### src/rtl/cook_timer.sv
// rtl/cook_timer.sv - cook-time BCD MM:SS countdown feeding the magnetron controller
//
// Keypad digits shift into a 4-digit BCD MM:SS register while the timer is not
// running. While enable (mag_on) is high and time is non-zero, a prescaler
// counts TICKS_PER_SEC clocks per second and the time decrements with BCD
// borrows. timer_done is high whenever the time is 00:00.
//
// Optional feature macro: COOK_TIMER_BEEP_EN
//   defined   -> beep output present, high for BEEP_SECS seconds after RUN hits 00:00
//   undefined -> no beep port, no beep counter
//
// Ports
//   clk          in   1  system clock
//   rst          in   1  synchronous reset, active-high
//   clearn       in   1  synchronous clear of time, prescaler and beep, active-low
//   digit_valid  in   1  keypad strobe
//   digit        in   4  keypad value, BCD 0-9 (values >9 are ignored)
//   enable       in   1  count enable (mag_on)
//   sec_ones     out  4  BCD seconds units
//   sec_tens     out  4  BCD seconds tens
//   min_ones     out  4  BCD minutes units
//   min_tens     out  4  BCD minutes tens
//   tick         out  1  one-cycle pulse per 1-second decrement
//   timer_done   out  1  high while time == 00:00
//   beep         out  1  end-of-cook indicator (COOK_TIMER_BEEP_EN only)

module cook_timer #(
    parameter int TICKS_PER_SEC = 100,
    parameter int BEEP_SECS     = 3
) (
    input  logic       clk,
    input  logic       rst,
    input  logic       clearn,
    input  logic       digit_valid,
    input  logic [3:0] digit,
    input  logic       enable,
    output logic [3:0] sec_ones,
    output logic [3:0] sec_tens,
    output logic [3:0] min_ones,
    output logic [3:0] min_tens,
    output logic       tick,
    output logic       timer_done
`ifdef COOK_TIMER_BEEP_EN
    ,
    output logic       beep
`endif
);

    localparam int PW = $clog2(TICKS_PER_SEC);
    localparam logic [PW-1:0] PRESC_LAST = PW'(TICKS_PER_SEC - 1);

    typedef enum logic [1:0] {
        IDLE,
        ARMED,
        RUN
    } mode_t;

    mode_t         mode;
    logic [15:0]   time_q;
    logic [15:0]   time_d;
    logic [15:0]   time_dec;
    logic [PW-1:0] presc_q;
    logic [PW-1:0] presc_d;
    logic          tick_d;
    logic          sec_wrap;
    logic          digit_ok;

    logic [3:0] so;
    logic [3:0] st;
    logic [3:0] mo;
    logic [3:0] mt;
    logic [3:0] dec_so;
    logic [3:0] dec_st;
    logic [3:0] dec_mo;
    logic [3:0] dec_mt;

    assign {mt, mo, st, so} = time_q;
    assign {min_tens, min_ones, sec_tens, sec_ones} = time_q;

    // Mode is a pure function of the held time and the live enable, so RUN
    // starts counting on the very first cycle enable is seen.
    always_comb begin
        mode = IDLE;
        if (time_q != 16'h0000) begin
            mode = enable ? RUN : ARMED;
        end
    end

    assign sec_wrap = (presc_q == PRESC_LAST);
    assign digit_ok = clearn && !enable && digit_valid && (digit <= 4'd9);

    // BCD decrement with borrow chain; seconds tens wraps to 5 so an entered
    // 6-9 in the tens place simply counts down as extra seconds.
    always_comb begin
        dec_so = so;
        dec_st = st;
        dec_mo = mo;
        dec_mt = mt;
        if (so != 4'd0) begin
            dec_so = so - 4'd1;
        end else begin
            dec_so = 4'd9;
            if (st != 4'd0) begin
                dec_st = st - 4'd1;
            end else begin
                dec_st = 4'd5;
                if (mo != 4'd0) begin
                    dec_mo = mo - 4'd1;
                end else begin
                    dec_mo = 4'd9;
                    dec_mt = mt - 4'd1;
                end
            end
        end
        time_dec = {dec_mt, dec_mo, dec_st, dec_so};
    end

    // Next-state: clear > count > digit entry. The prescaler is only touched
    // in RUN, so pausing keeps the partial second.
    always_comb begin
        time_d  = time_q;
        presc_d = presc_q;
        tick_d  = 1'b0;
        if (!clearn) begin
            time_d  = 16'h0000;
            presc_d = '0;
        end else if (mode == RUN) begin
            if (sec_wrap) begin
                presc_d = '0;
                time_d  = time_dec;
                tick_d  = 1'b1;
            end else begin
                presc_d = presc_q + 1'b1;
            end
        end else if (digit_ok) begin
            time_d = {time_q[11:0], digit};
        end
    end

    always_ff @(posedge clk) begin
        if (rst) begin
            time_q     <= 16'h0000;
            presc_q    <= '0;
            tick       <= 1'b0;
            timer_done <= 1'b1;
        end else begin
            time_q     <= time_d;
            presc_q    <= presc_d;
            tick       <= tick_d;
            timer_done <= (time_d == 16'h0000);
        end
    end

`ifdef COOK_TIMER_BEEP_EN
    localparam int BEEP_CYCLES = BEEP_SECS * TICKS_PER_SEC;
    localparam int BW = $clog2(BEEP_CYCLES);

    logic [BW-1:0] beep_cnt;
    logic          hit_zero;

    // The final decrement of a run, i.e. the edge on which RUN lands on 00:00.
    assign hit_zero = clearn && (mode == RUN) && sec_wrap && (time_dec == 16'h0000);

    // beep_cnt counts the remaining high cycles after the first; it runs
    // regardless of enable once started.
    always_ff @(posedge clk) begin
        if (rst || !clearn || digit_ok) begin
            beep     <= 1'b0;
            beep_cnt <= '0;
        end else if (hit_zero) begin
            beep     <= 1'b1;
            beep_cnt <= BW'(BEEP_CYCLES - 1);
        end else if (beep) begin
            if (beep_cnt == '0) begin
                beep <= 1'b0;
            end else begin
                beep_cnt <= beep_cnt - 1'b1;
            end
        end
    end
`endif

endmodule

### config.mk
export PLATFORM = sky130hd
export DESIGN_NAME = cook_timer
export DESIGN_NICKNAME = d
export VERILOG_FILES = /design/src/rtl/cook_timer.sv
export SDC_FILE = /design/constraint.sdc
export NUM_CORES = 1
export LEC_CHECK = 0
export BUFFER_PORTS_ARGS = -buffer_cell sky130_fd_sc_hd__buf_2
export CAP_MARGIN = 20
export CORE_MARGIN = 2
export CORE_UTILIZATION = 54
export CTS_CLUSTER_SIZE = 20
export DETAILED_ROUTE_END_ITERATION = 10
export PLACE_DENSITY = 0.74
export SYNTH_ARGS = -nofsm -noshare
export SYNTH_HDL_FRONTEND = slang
export SYNTH_SLANG_ARGS = --single-unit
### constraint.sdc
create_clock -name clk -period 3.5 [get_ports clk]
set_input_delay 0.35 -clock clk [delete_from_list [all_inputs] [get_ports clk]]
set_output_delay 0.35 -clock clk [all_outputs]
set_load 0.005 [all_outputs]
==> flow_summary.yaml, run 1 <==
outcome:
  status: "completed"
synth:
  yosys.area_share.simple: 0.347
  yosysWarnings: 0
  ys_ff_latch: 25
  synth_area_um2: 1660
  synth_area_leaders: "dfxtp_1 30%, nor2_1 6.5%, ha_1 4.5%, nand2_1 3.8%, nand3_1 3.3%"
  synth_top_cell_area_share: 0.301
  yosys.area.top_type: "dfxtp_1"
  ys_top_cells_by_count: "29 x nor2_1, 25 x dfxtp_1, 17 x nand2_1, 11 x nand3_1, 10 x o21ai_0"
  synth_top_flop_cell: "dfxtp_1"
  synthMuxAreaShare: 0.00602
  syn_nets: 226
  synth_fa_ha_area_frac: 0.0451
  synth_edf_count: 0
  ys_seq_area_frac: 0.301
  async_flop_share: 0
  yosysMostFrequentCell: "nor2_1"
  synth_compound_area_frac: 0.227
  syn_area_per_cell_um2: 7.88
  synthDistinctLibCells: 56
  syn-instance-count: 211
  synth_top_family_by_area: "simple AND/OR/NAND/NOR gates"
  synth_xor_area_frac: 0.0211
critical_path:
  worstPathArrival_ns: 3.47
  cp_slowest_cell: "o41a_1"
  cp.required_ns: 3.79
  path_depth: 9
  r2r_slack_ns: 0.33
  r2r-start: "time_q[9]$_SDFF_PP0_"
  r2r-end: "timer_done$_SDFF_PP1_"
  start_kind: "flip-flop"
  critPathCaptureType: "flip-flop"
  r2r_cells: 9
  crit_chain: "inv_1, ha_1, or3b_1, o41a_1, a221o_1, o311ai_2, nand4_1, nor4b_2, a41o_1"
  path_delay_family: "compound AO/OA/AOI/OAI gates"
  crit_type: "flip-flop to flip-flop"
  worst-path-buf-inv: 1
  crit_path_max_incr_delay_ns: 0.77
  cp_max_fo: 19
  critPathLaunch: "time_q[9]$_SDFF_PP0_"
  cp-endpoint: "timer_done$_SDFF_PP1_"
timing:
  tightest_slew_ns: 0.823
  rsz0062_at_grt: "no"
  setup-tns-final_ns: 0
  setup_ws_ns: 0.329
  finalMaxSlewViolations: 0
  fmax_mhz: 315
  clock-skew-final_ns: 0.00214
  layout_min_cycle_time_ns: 3.17
  period_share: 0.906
  hold_viol: 0
  setup_viol: 0
  relSlewSlack: 0.451
cells_and_area:
  fin_nets: 249
  drive_above_1_share: 0.172
  multi_input_area_um2: 1070
  area_growth_pct: 9.78
  fin_area_um2: 1830
  n_antenna_cell: 0
  num-fill-cells: 293
  regArea_um2: 500
  finalNonFillerCells: 266
floorplan:
  core-area_um2: 2980
  start_util: 0.558
  num_io_pins: 27
  rows: 20
  chipHeight_um: 59.5
  die-area_um2: 3540
  die_width_um: 59.5
detailed_routing:
  drcViolationCount: 0
  finalWirelength_um: 4600
  drtIter0Drc: 177
  top_layer: "met4"
  ant_nets: 0
  wl_met2_um: 2010
  firstDrtPassIters: 4
  wl_met1_um: 2150
  wl_met3_um: 342
  vias_per_cell: 6.50
  avgRoutedWirePerCell_um: 17.3
  vias: 1729
grt:
  antenna_found_initial: 0
  grt_max_degree: 20
  grt_pass1_vias: 1569
  grtUsageTotal: 0.276
  overflow: 0
  grt_pass1_wl_um: 7380
cts:
  path_clk_slew_ns: 0.16
  hold_buffers: 0
  cts_tree: "built"
  numCtsBuffers: 3
  htree_levels: 1
  cts_resized: 0
  cts_root_buffer: "clkbuf_4"
  clk-insertion-delay-late_ns: 0.33
  cts_setup_buffers: 0
  cts.sinks: 25
  clock_path_buffers: 2
worst_hold_path:
  hold_path.class: "primary input to flip-flop"
place:
  dpl-instance-area_um2: 1800
  globalplace.congestion: 0.940
  dpl_worst_slack_ns: 0.394
  dp_cells: 262
  io_buffers: 26
  dpl.hpwl_um: 3430
power:
  finalPower_uw: 628
  leakagePower_uw: 0.000681
  p_per_area_nw_per_um2: 344
  peakVddDrop_uv: 257
job:
  cap_violations: 0
==> worst reg2reg max path, stage by stage (launching register included) <==
cell and delay [ns]:
dfxtp_1 0.37, inv_1 0.11, ha_1 0.22, or3b_1 0.49
o41a_1 0.77, a221o_1 0.40, o311ai_2 0.10, nand4_1 0.16
nor4b_2 0.32, a41o_1 0.20
==> layout by cell type (no fill, tap or decap), types with 2 or more instances in the layout <==
cell type,netlist,final
a211o_1,2,2
a211oi_1,3,3
a21oi_1,8,8
a31oi_1,3,3
and2_1,2,2
and3_1,4,4
and4_1,2,2
buf_2,1,26
buf_4,0,2
clkbuf_4,0,3
dfxtp_1,25,25
ha_1,6,6
inv_1,9,9
nand2_1,17,17
nand2b_1,6,6
nand3_1,11,11
nand3b_1,2,2
nand4_1,6,6
nor2_1,29,29
nor2b_1,3,3
nor3_1,6,6
nor4b_1,2,2
o211ai_1,5,5
o21a_1,2,2
o21ai_0,10,10
o31ai_1,2,2
or3_1,3,3
or3b_1,3,3
xor2_1,3,3
==> cell type report <==
cell class | count | share of cell area
Timing Repair Buffer | 28 | 0.0795
Clock inverter | 1 | 0.00411
Sequential cell | 25 | 0.274
Tap cell | 33 | 0.0226
Inverter | 9 | 0.0185
Clock buffer | 3 | 0.0123
Multi-Input combinational cell | 167 | 0.589
==> how the worst min path moves through the flow <==
stage	start	endpoint	slack, ns	cells after the start
3_5_place_dp	presc_q[1]$_SDFFE_PP0P_	presc_q[1]$_SDFFE_PP0P_	0.48	2
3_3_place_gp	presc_q[1]$_SDFFE_PP0P_	presc_q[1]$_SDFFE_PP0P_	0.47	2
2_1_floorplan	rst	time_q[7]$_SDFF_PP0_	0.42	1
6_report	rst	time_q[9]$_SDFF_PP0_	0.38	2
5_1_grt	rst	time_q[9]$_SDFF_PP0_	0.39	2
4_1_cts	rst	time_q[9]$_SDFF_PP0_	0.37	2
==> power by group <==
part	switching [µW]	internal [µW]	total, µW
Clock	101	43.8	145
Sequential	13.2	296	309
Combinational	104	70.3	175
==> metrics by stage <==
| stage | hold WS (ns) | utilization |
|---|---|---|
| 2_1_floorplan | 0.422 | - |
| 3_3_place_gp | 0.474 | 0.603 |
| 3_5_place_dp | 0.484 | 0.603 |
| 4_1_cts | 0.371 | 0.613 |
| 5_1_grt | 0.392 | 0.613 |
| 6_report | 0.377 | 0.613 |
==> kinds of logic (layout without fill, tap and decap cells) <==
kind of cell,after synthesis,after routing
flops,25,25
fa+ha+maj,6,6
buf+inv,19,41
compound gates,50,50
simple gates,106,106
mux,1,1
xor+xnor,4,4
==> state kept, by name, summed over array words and instances, names as in the netlist <==
register / cells
presc_q: 7
timer_done: 1
time_q: 16
tick: 1
==> metal layers <==
layer,GRT usage,vias to the layer above
met4,0.102,0
met5,0,-
met1,0.399,810
met3,0.0284,9
li1,-,825
met2,0.424,85
Note: power is estimated with default switching activity, not from simulation.
==> inputs of run 2 (changes only) <==
--- a/config.mk
+++ b/config.mk
@@ -8,10 +8,10 @@
 export BUFFER_PORTS_ARGS = -buffer_cell sky130_fd_sc_hd__buf_2
 export CAP_MARGIN = 20
 export CORE_MARGIN = 2
-export CORE_UTILIZATION = 54
+export CORE_UTILIZATION = 56
 export CTS_CLUSTER_SIZE = 20
 export DETAILED_ROUTE_END_ITERATION = 10
-export PLACE_DENSITY = 0.74
+export PLACE_DENSITY = 0.76
 export SYNTH_ARGS = -nofsm -noshare
 export SYNTH_HDL_FRONTEND = slang
 export SYNTH_SLANG_ARGS = --single-unit
==> run 2 against run 1 <==
Effect of this change:
- worst setup slack worse by 0.018 ns
- non-clock buffer count stayed put
- sequential power hardly changed
- register-to-register slack worse by 0.02 ns
- critical path depth unchanged
- global-route usage is 0.35 points higher
- worst hold slack better by 0.0036 ns
- highest routed layer unchanged
==> flow_summary.yaml, run 2 (synthesized netlist as in run 1, its figures left out) <==
power:
  seq_power_share: 0.496
  p_sw_uw: 214
  intPower_uw: 410
  p_per_area_nw_per_um2: 342
  p_comb_frac: 0.282
  peakVddDrop_uv: 294
  p_clk_frac: 0.222
  sw_frac_of_total: 0.343
  leakagePower_uw: 0.000681
grt:
  overflow: 0
  grt_max_degree: 20
  grt_pass1_vias: 1545
  antenna_found_initial: 0
  grtUsageTotal: 0.280
  grt_pass1_wl_um: 7350
cells_and_area:
  fin_area_um2: 1820
  final_common_cell: "nor2_1"
  num-fill-cells: 256
  finalNonFillerCells: 264
  drive_above_1_share: 0.172
  largest_reg_flops: 16
  fin_nets: 249
  largest-register: "time_q"
  fin_util: 0.655
  area_growth_pct: 9.63
  top_regs: "time_q (16), presc_q (7)"
  n_antenna_cell: 0
  layout_common_cells: "29 x nor2_1, 26 x buf_2, 25 x dfxtp_1"
floorplan:
  chipHeight_um: 58.5
  core-area_um2: 2780
  die_width_um: 58.5
  die-area_um2: 3420
  start_util: 0.598
  num_io_pins: 27
  rows: 19
cts:
  cts.sinks: 25
  clk-insertion-delay-late_ns: 0.33
  htree_levels: 1
  cts_setup_buffers: 0
  clock_path_buffers: 2
  cts_resized: 0
  path_clk_slew_ns: 0.15
  hold_buffers: 0
  cts_root_buffer: "clkbuf_4"
  numCtsBuffers: 3
  cts_tree: "built"
timing:
  tightest_slew_ns: 0.791
  clock-skew-final_ns: 0.00910
  layout_min_cycle_time_ns: 3.19
  relSlewSlack: 0.473
  rsz0062_at_grt: "no"
  fmax_mhz: 314
  period_share: 0.911
  finalMaxSlewViolations: 0
  setup-tns-final_ns: 0
  setup_viol: 0
  hold_viol: 0
  setup_ws_ns: 0.311
detailed_routing:
  drtIter0Drc: 99
  firstDrtPassIters: 4
  avgRoutedWirePerCell_um: 17.3
  vias_per_cell: 6.55
  finalWirelength_um: 4550
  ant_nets: 0
  vias: 1728
  drcViolationCount: 0
place:
  dpl.hpwl_um: 3360
  io_buffers: 26
  dp_cells: 260
  globalplace.congestion: 0.957
  dpl-instance-area_um2: 1790
  dpl_worst_slack_ns: 0.400
outcome:
  status: "completed"
critical_path:
  r2r-start: "time_q[0]$_SDFF_PP0_"
  worstPathArrival_ns: 3.47
  crit_type: "flip-flop to flip-flop"
  cp.required_ns: 3.78
  cp_max_fo: 19
  critPathCaptureType: "flip-flop"
  r2r_slack_ns: 0.31
  critPathLaunch: "time_q[0]$_SDFF_PP0_"
  start_kind: "flip-flop"
job:
  cap_violations: 0
worst_hold_path:
  hold_start: "rst"
  hold_path.class: "primary input to flip-flop"
-- run 2: worst max-delay path, cell delays in order, from the launching register on --
cell and delay [ns]:
dfxtp_1 0.38, inv_1 0.10, ha_1 0.23, or3b_1 0.52
o41a_1 0.72, a221o_1 0.39, o311ai_2 0.10, nand4_1 0.15
nor4b_2 0.33, a41o_1 0.20
-- run 2: stage by stage --
stage,power [µW],hold WS (ns)
6_report,623,0.381
5_1_grt,649,0.384
4_1_cts,626,0.371
3_5_place_dp,486,0.477
3_3_place_gp,483,0.470
2_1_floorplan,444,0.422
-- run 2: power by group through the flow --
stage	registers, µW	clock network (µW)	logic, µW
after floorplan	312	0	131
after global placement	315	0	168
after detailed placement	314	0	172
after CTS	308	145	173
after global routing	311	149	190
final	309	138	176
-- run 2: final cells by class --
type | count | area, µm² | area share
clock buffers | 3 | 22.5 | 0.0124
inverters | 9 | 33.8 | 0.0185
repair buffers | 28 | 145 | 0.0796
clock inverters | 1 | 7.51 | 0.00412
flip-flops and latches | 25 | 500 | 0.275
multi-input cells | 167 | 1070 | 0.590
well taps | 31 | 38.8 | 0.0213
-- run 2: routing by layer --
metal | part of all wire | routed length, µm | vias to the layer above | track usage
met1 | 0.47 | 2160 | 792 | 0.419
met3 | 0.067 | 305 | 16 | 0.0264
li1 | - | - | 826 | -
met4 | 0.026 | 119 | 0 | 0.130
met5 | 0 | 0 | - | 0
met2 | 0.43 | 1970 | 94 | 0.403
-- run 2: final timing paths --
check,endpoint,cells after the start
setup / recovery,timer_done$_SDFF_PP1_,9
hold / removal,time_q[10]$_SDFF_PP0_,2
setup reg to reg,timer_done$_SDFF_PP1_,9
hold reg to reg,presc_q[1]$_SDFFE_PP0P_,2
==> inputs of run 3 (changes only) <==
--- a/config.mk
+++ b/config.mk
@@ -11,6 +11,7 @@
 export CORE_UTILIZATION = 56
 export CTS_CLUSTER_SIZE = 20
 export DETAILED_ROUTE_END_ITERATION = 10
+export MAX_ROUTING_LAYER = met4
 export PLACE_DENSITY = 0.76
 export SYNTH_ARGS = -nofsm -noshare
 export SYNTH_HDL_FRONTEND = slang
==> run 3 against run 2 <==
Effect of this change:
- register-to-register slack gained 0.05 ns
- cell area unchanged
- flip-flop and latch count did not move
- cell count unchanged
- global-route usage up 2.0 points
- highest routed layer unchanged
==> flow_summary.yaml, run 3 (synthesized netlist as in run 1, its figures left out) <==
power:
  finalPower_uw: 627
  p_per_area_nw_per_um2: 344
  peakVddDrop_uv: 292
  leakagePower_uw: 0.000681
cells_and_area:
  fin_nets: 249
  largest-register: "time_q"
  drive_above_1_share: 0.172
  n_antenna_cell: 0
  top_regs: "time_q (16), presc_q (7)"
  layout_common_cells: "29 x nor2_1, 26 x buf_2, 25 x dfxtp_1"
  final_common_cell: "nor2_1"
  largest_reg_flops: 16
  area_growth_pct: 9.63
cts:
  cts_root_buffer: "clkbuf_4"
  htree_levels: 1
  clock_path_buffers: 2
  cts.sinks: 25
  cts_setup_buffers: 0
  clk-insertion-delay-late_ns: 0.33
  hold_buffers: 0
  cts_resized: 0
  numCtsBuffers: 3
  cts_tree: "built"
  path_clk_slew_ns: 0.15
floorplan:
  chipHeight_um: 58.5
  core-area_um2: 2780
  num_io_pins: 27
  rows: 19
  die-area_um2: 3420
  start_util: 0.598
  die_width_um: 58.5
place:
  globalplace.congestion: 0.942
  dpl.hpwl_um: 3490
  io_buffers: 26
critical_path:
  cp_max_fo: 19
  worstPathArrival_ns: 3.42
  critPathCaptureType: "flip-flop"
  cp.required_ns: 3.79
  start_kind: "flip-flop"
  crit_type: "flip-flop to flip-flop"
detailed_routing:
  vias: 1739
  avgRoutedWirePerCell_um: 18.0
  wl_met1_um: 2190
  wl_met3_um: 392
  drtIter0Drc: 169
  finalWirelength_um: 4750
  top_layer: "met4"
  vias_per_cell: 6.59
  wl_met2_um: 2060
  ant_nets: 0
  drcViolationCount: 0
  firstDrtPassIters: 4
timing:
  finalMaxSlewViolations: 0
  period_share: 0.895
  rsz0062_at_grt: "no"
  layout_min_cycle_time_ns: 3.13
  relSlewSlack: 0.476
  fmax_mhz: 319
  setup_viol: 0
  tightest_slew_ns: 0.786
  hold_viol: 0
  setup-tns-final_ns: 0
  clock-skew-final_ns: 0.00616
worst_hold_path:
  hold_path.class: "primary input to flip-flop"
grt:
  antenna_found_initial: 0
  grtUsageTotal: 0.300
  grt_pass1_vias: 1599
  grt_max_degree: 20
  grt_pass1_wl_um: 7680
  overflow: 0
job:
  cap_violations: 0
outcome:
  status: "completed"
==> run 3: cell counts in the layout (fill, tap and decap cells not counted) <==
Identical to the previous run, type by type.
==> run 3: final cells by class <==
cell class / count / area, µm²
well taps: 31 / 38.8
repair buffers: 28 / 145
clock buffers: 3 / 22.5
inverters: 9 / 33.8
clock inverters: 1 / 7.51
flip-flops and latches: 25 / 500
multi-input cells: 167 / 1070
fillers: 250 / 958
==> run 3: critical path: stages, from the launching register on <==
cell and delay [ns]:
dfxtp_1 0.38, inv_1 0.10, ha_1 0.24, or3b_1 0.51, o41a_1 0.72, a221o_1 0.39
o311ai_2 0.10, nand4_1 0.15, nor4b_2 0.30, a41o_1 0.20
==> run 3: metal layers <==
layer  vias up  global-route usage
met5         -                   -
met4         0               0.110
met3        12              0.0374
met2        86               0.438
met1       818               0.424
li1        823                   -
==> run 3: stage by stage <==
stage	hold WS (ns)	worst slack, ns	instances	cell area (µm²)	utilization
3_3_place_gp	0.467	0.507	260	1790	0.645
2_1_floorplan	0.422	0.883	211	1660	-
5_1_grt	0.403	0.228	264	1820	0.655
6_report	0.386	0.366	264	1820	0.655
4_1_cts	0.378	0.384	264	1820	0.655
3_5_place_dp	0.486	0.407	260	1790	0.645
==> run 3: where the power goes <==
part	switching (µW)	leakage [µW]	internal, µW
combinational	107	0.000464	70.4
clock	96.7	0.0000139	43.7
sequential	14.0	0.000202	296
total	218	0.000681	410
==> run 3: final timing paths <==
kind,start,endpoint,slack [ns],depth (start not counted)
worst max-delay path,time_q[0]$_SDFF_PP0_,timer_done$_SDFF_PP1_,0.37,9
worst min-delay path,rst,time_q[10]$_SDFF_PP0_,0.39,2
worst max register to register,time_q[0]$_SDFF_PP0_,timer_done$_SDFF_PP1_,0.37,9
worst min register to register,presc_q[1]$_SDFFE_PP0P_,presc_q[1]$_SDFFE_PP0P_,0.50,2
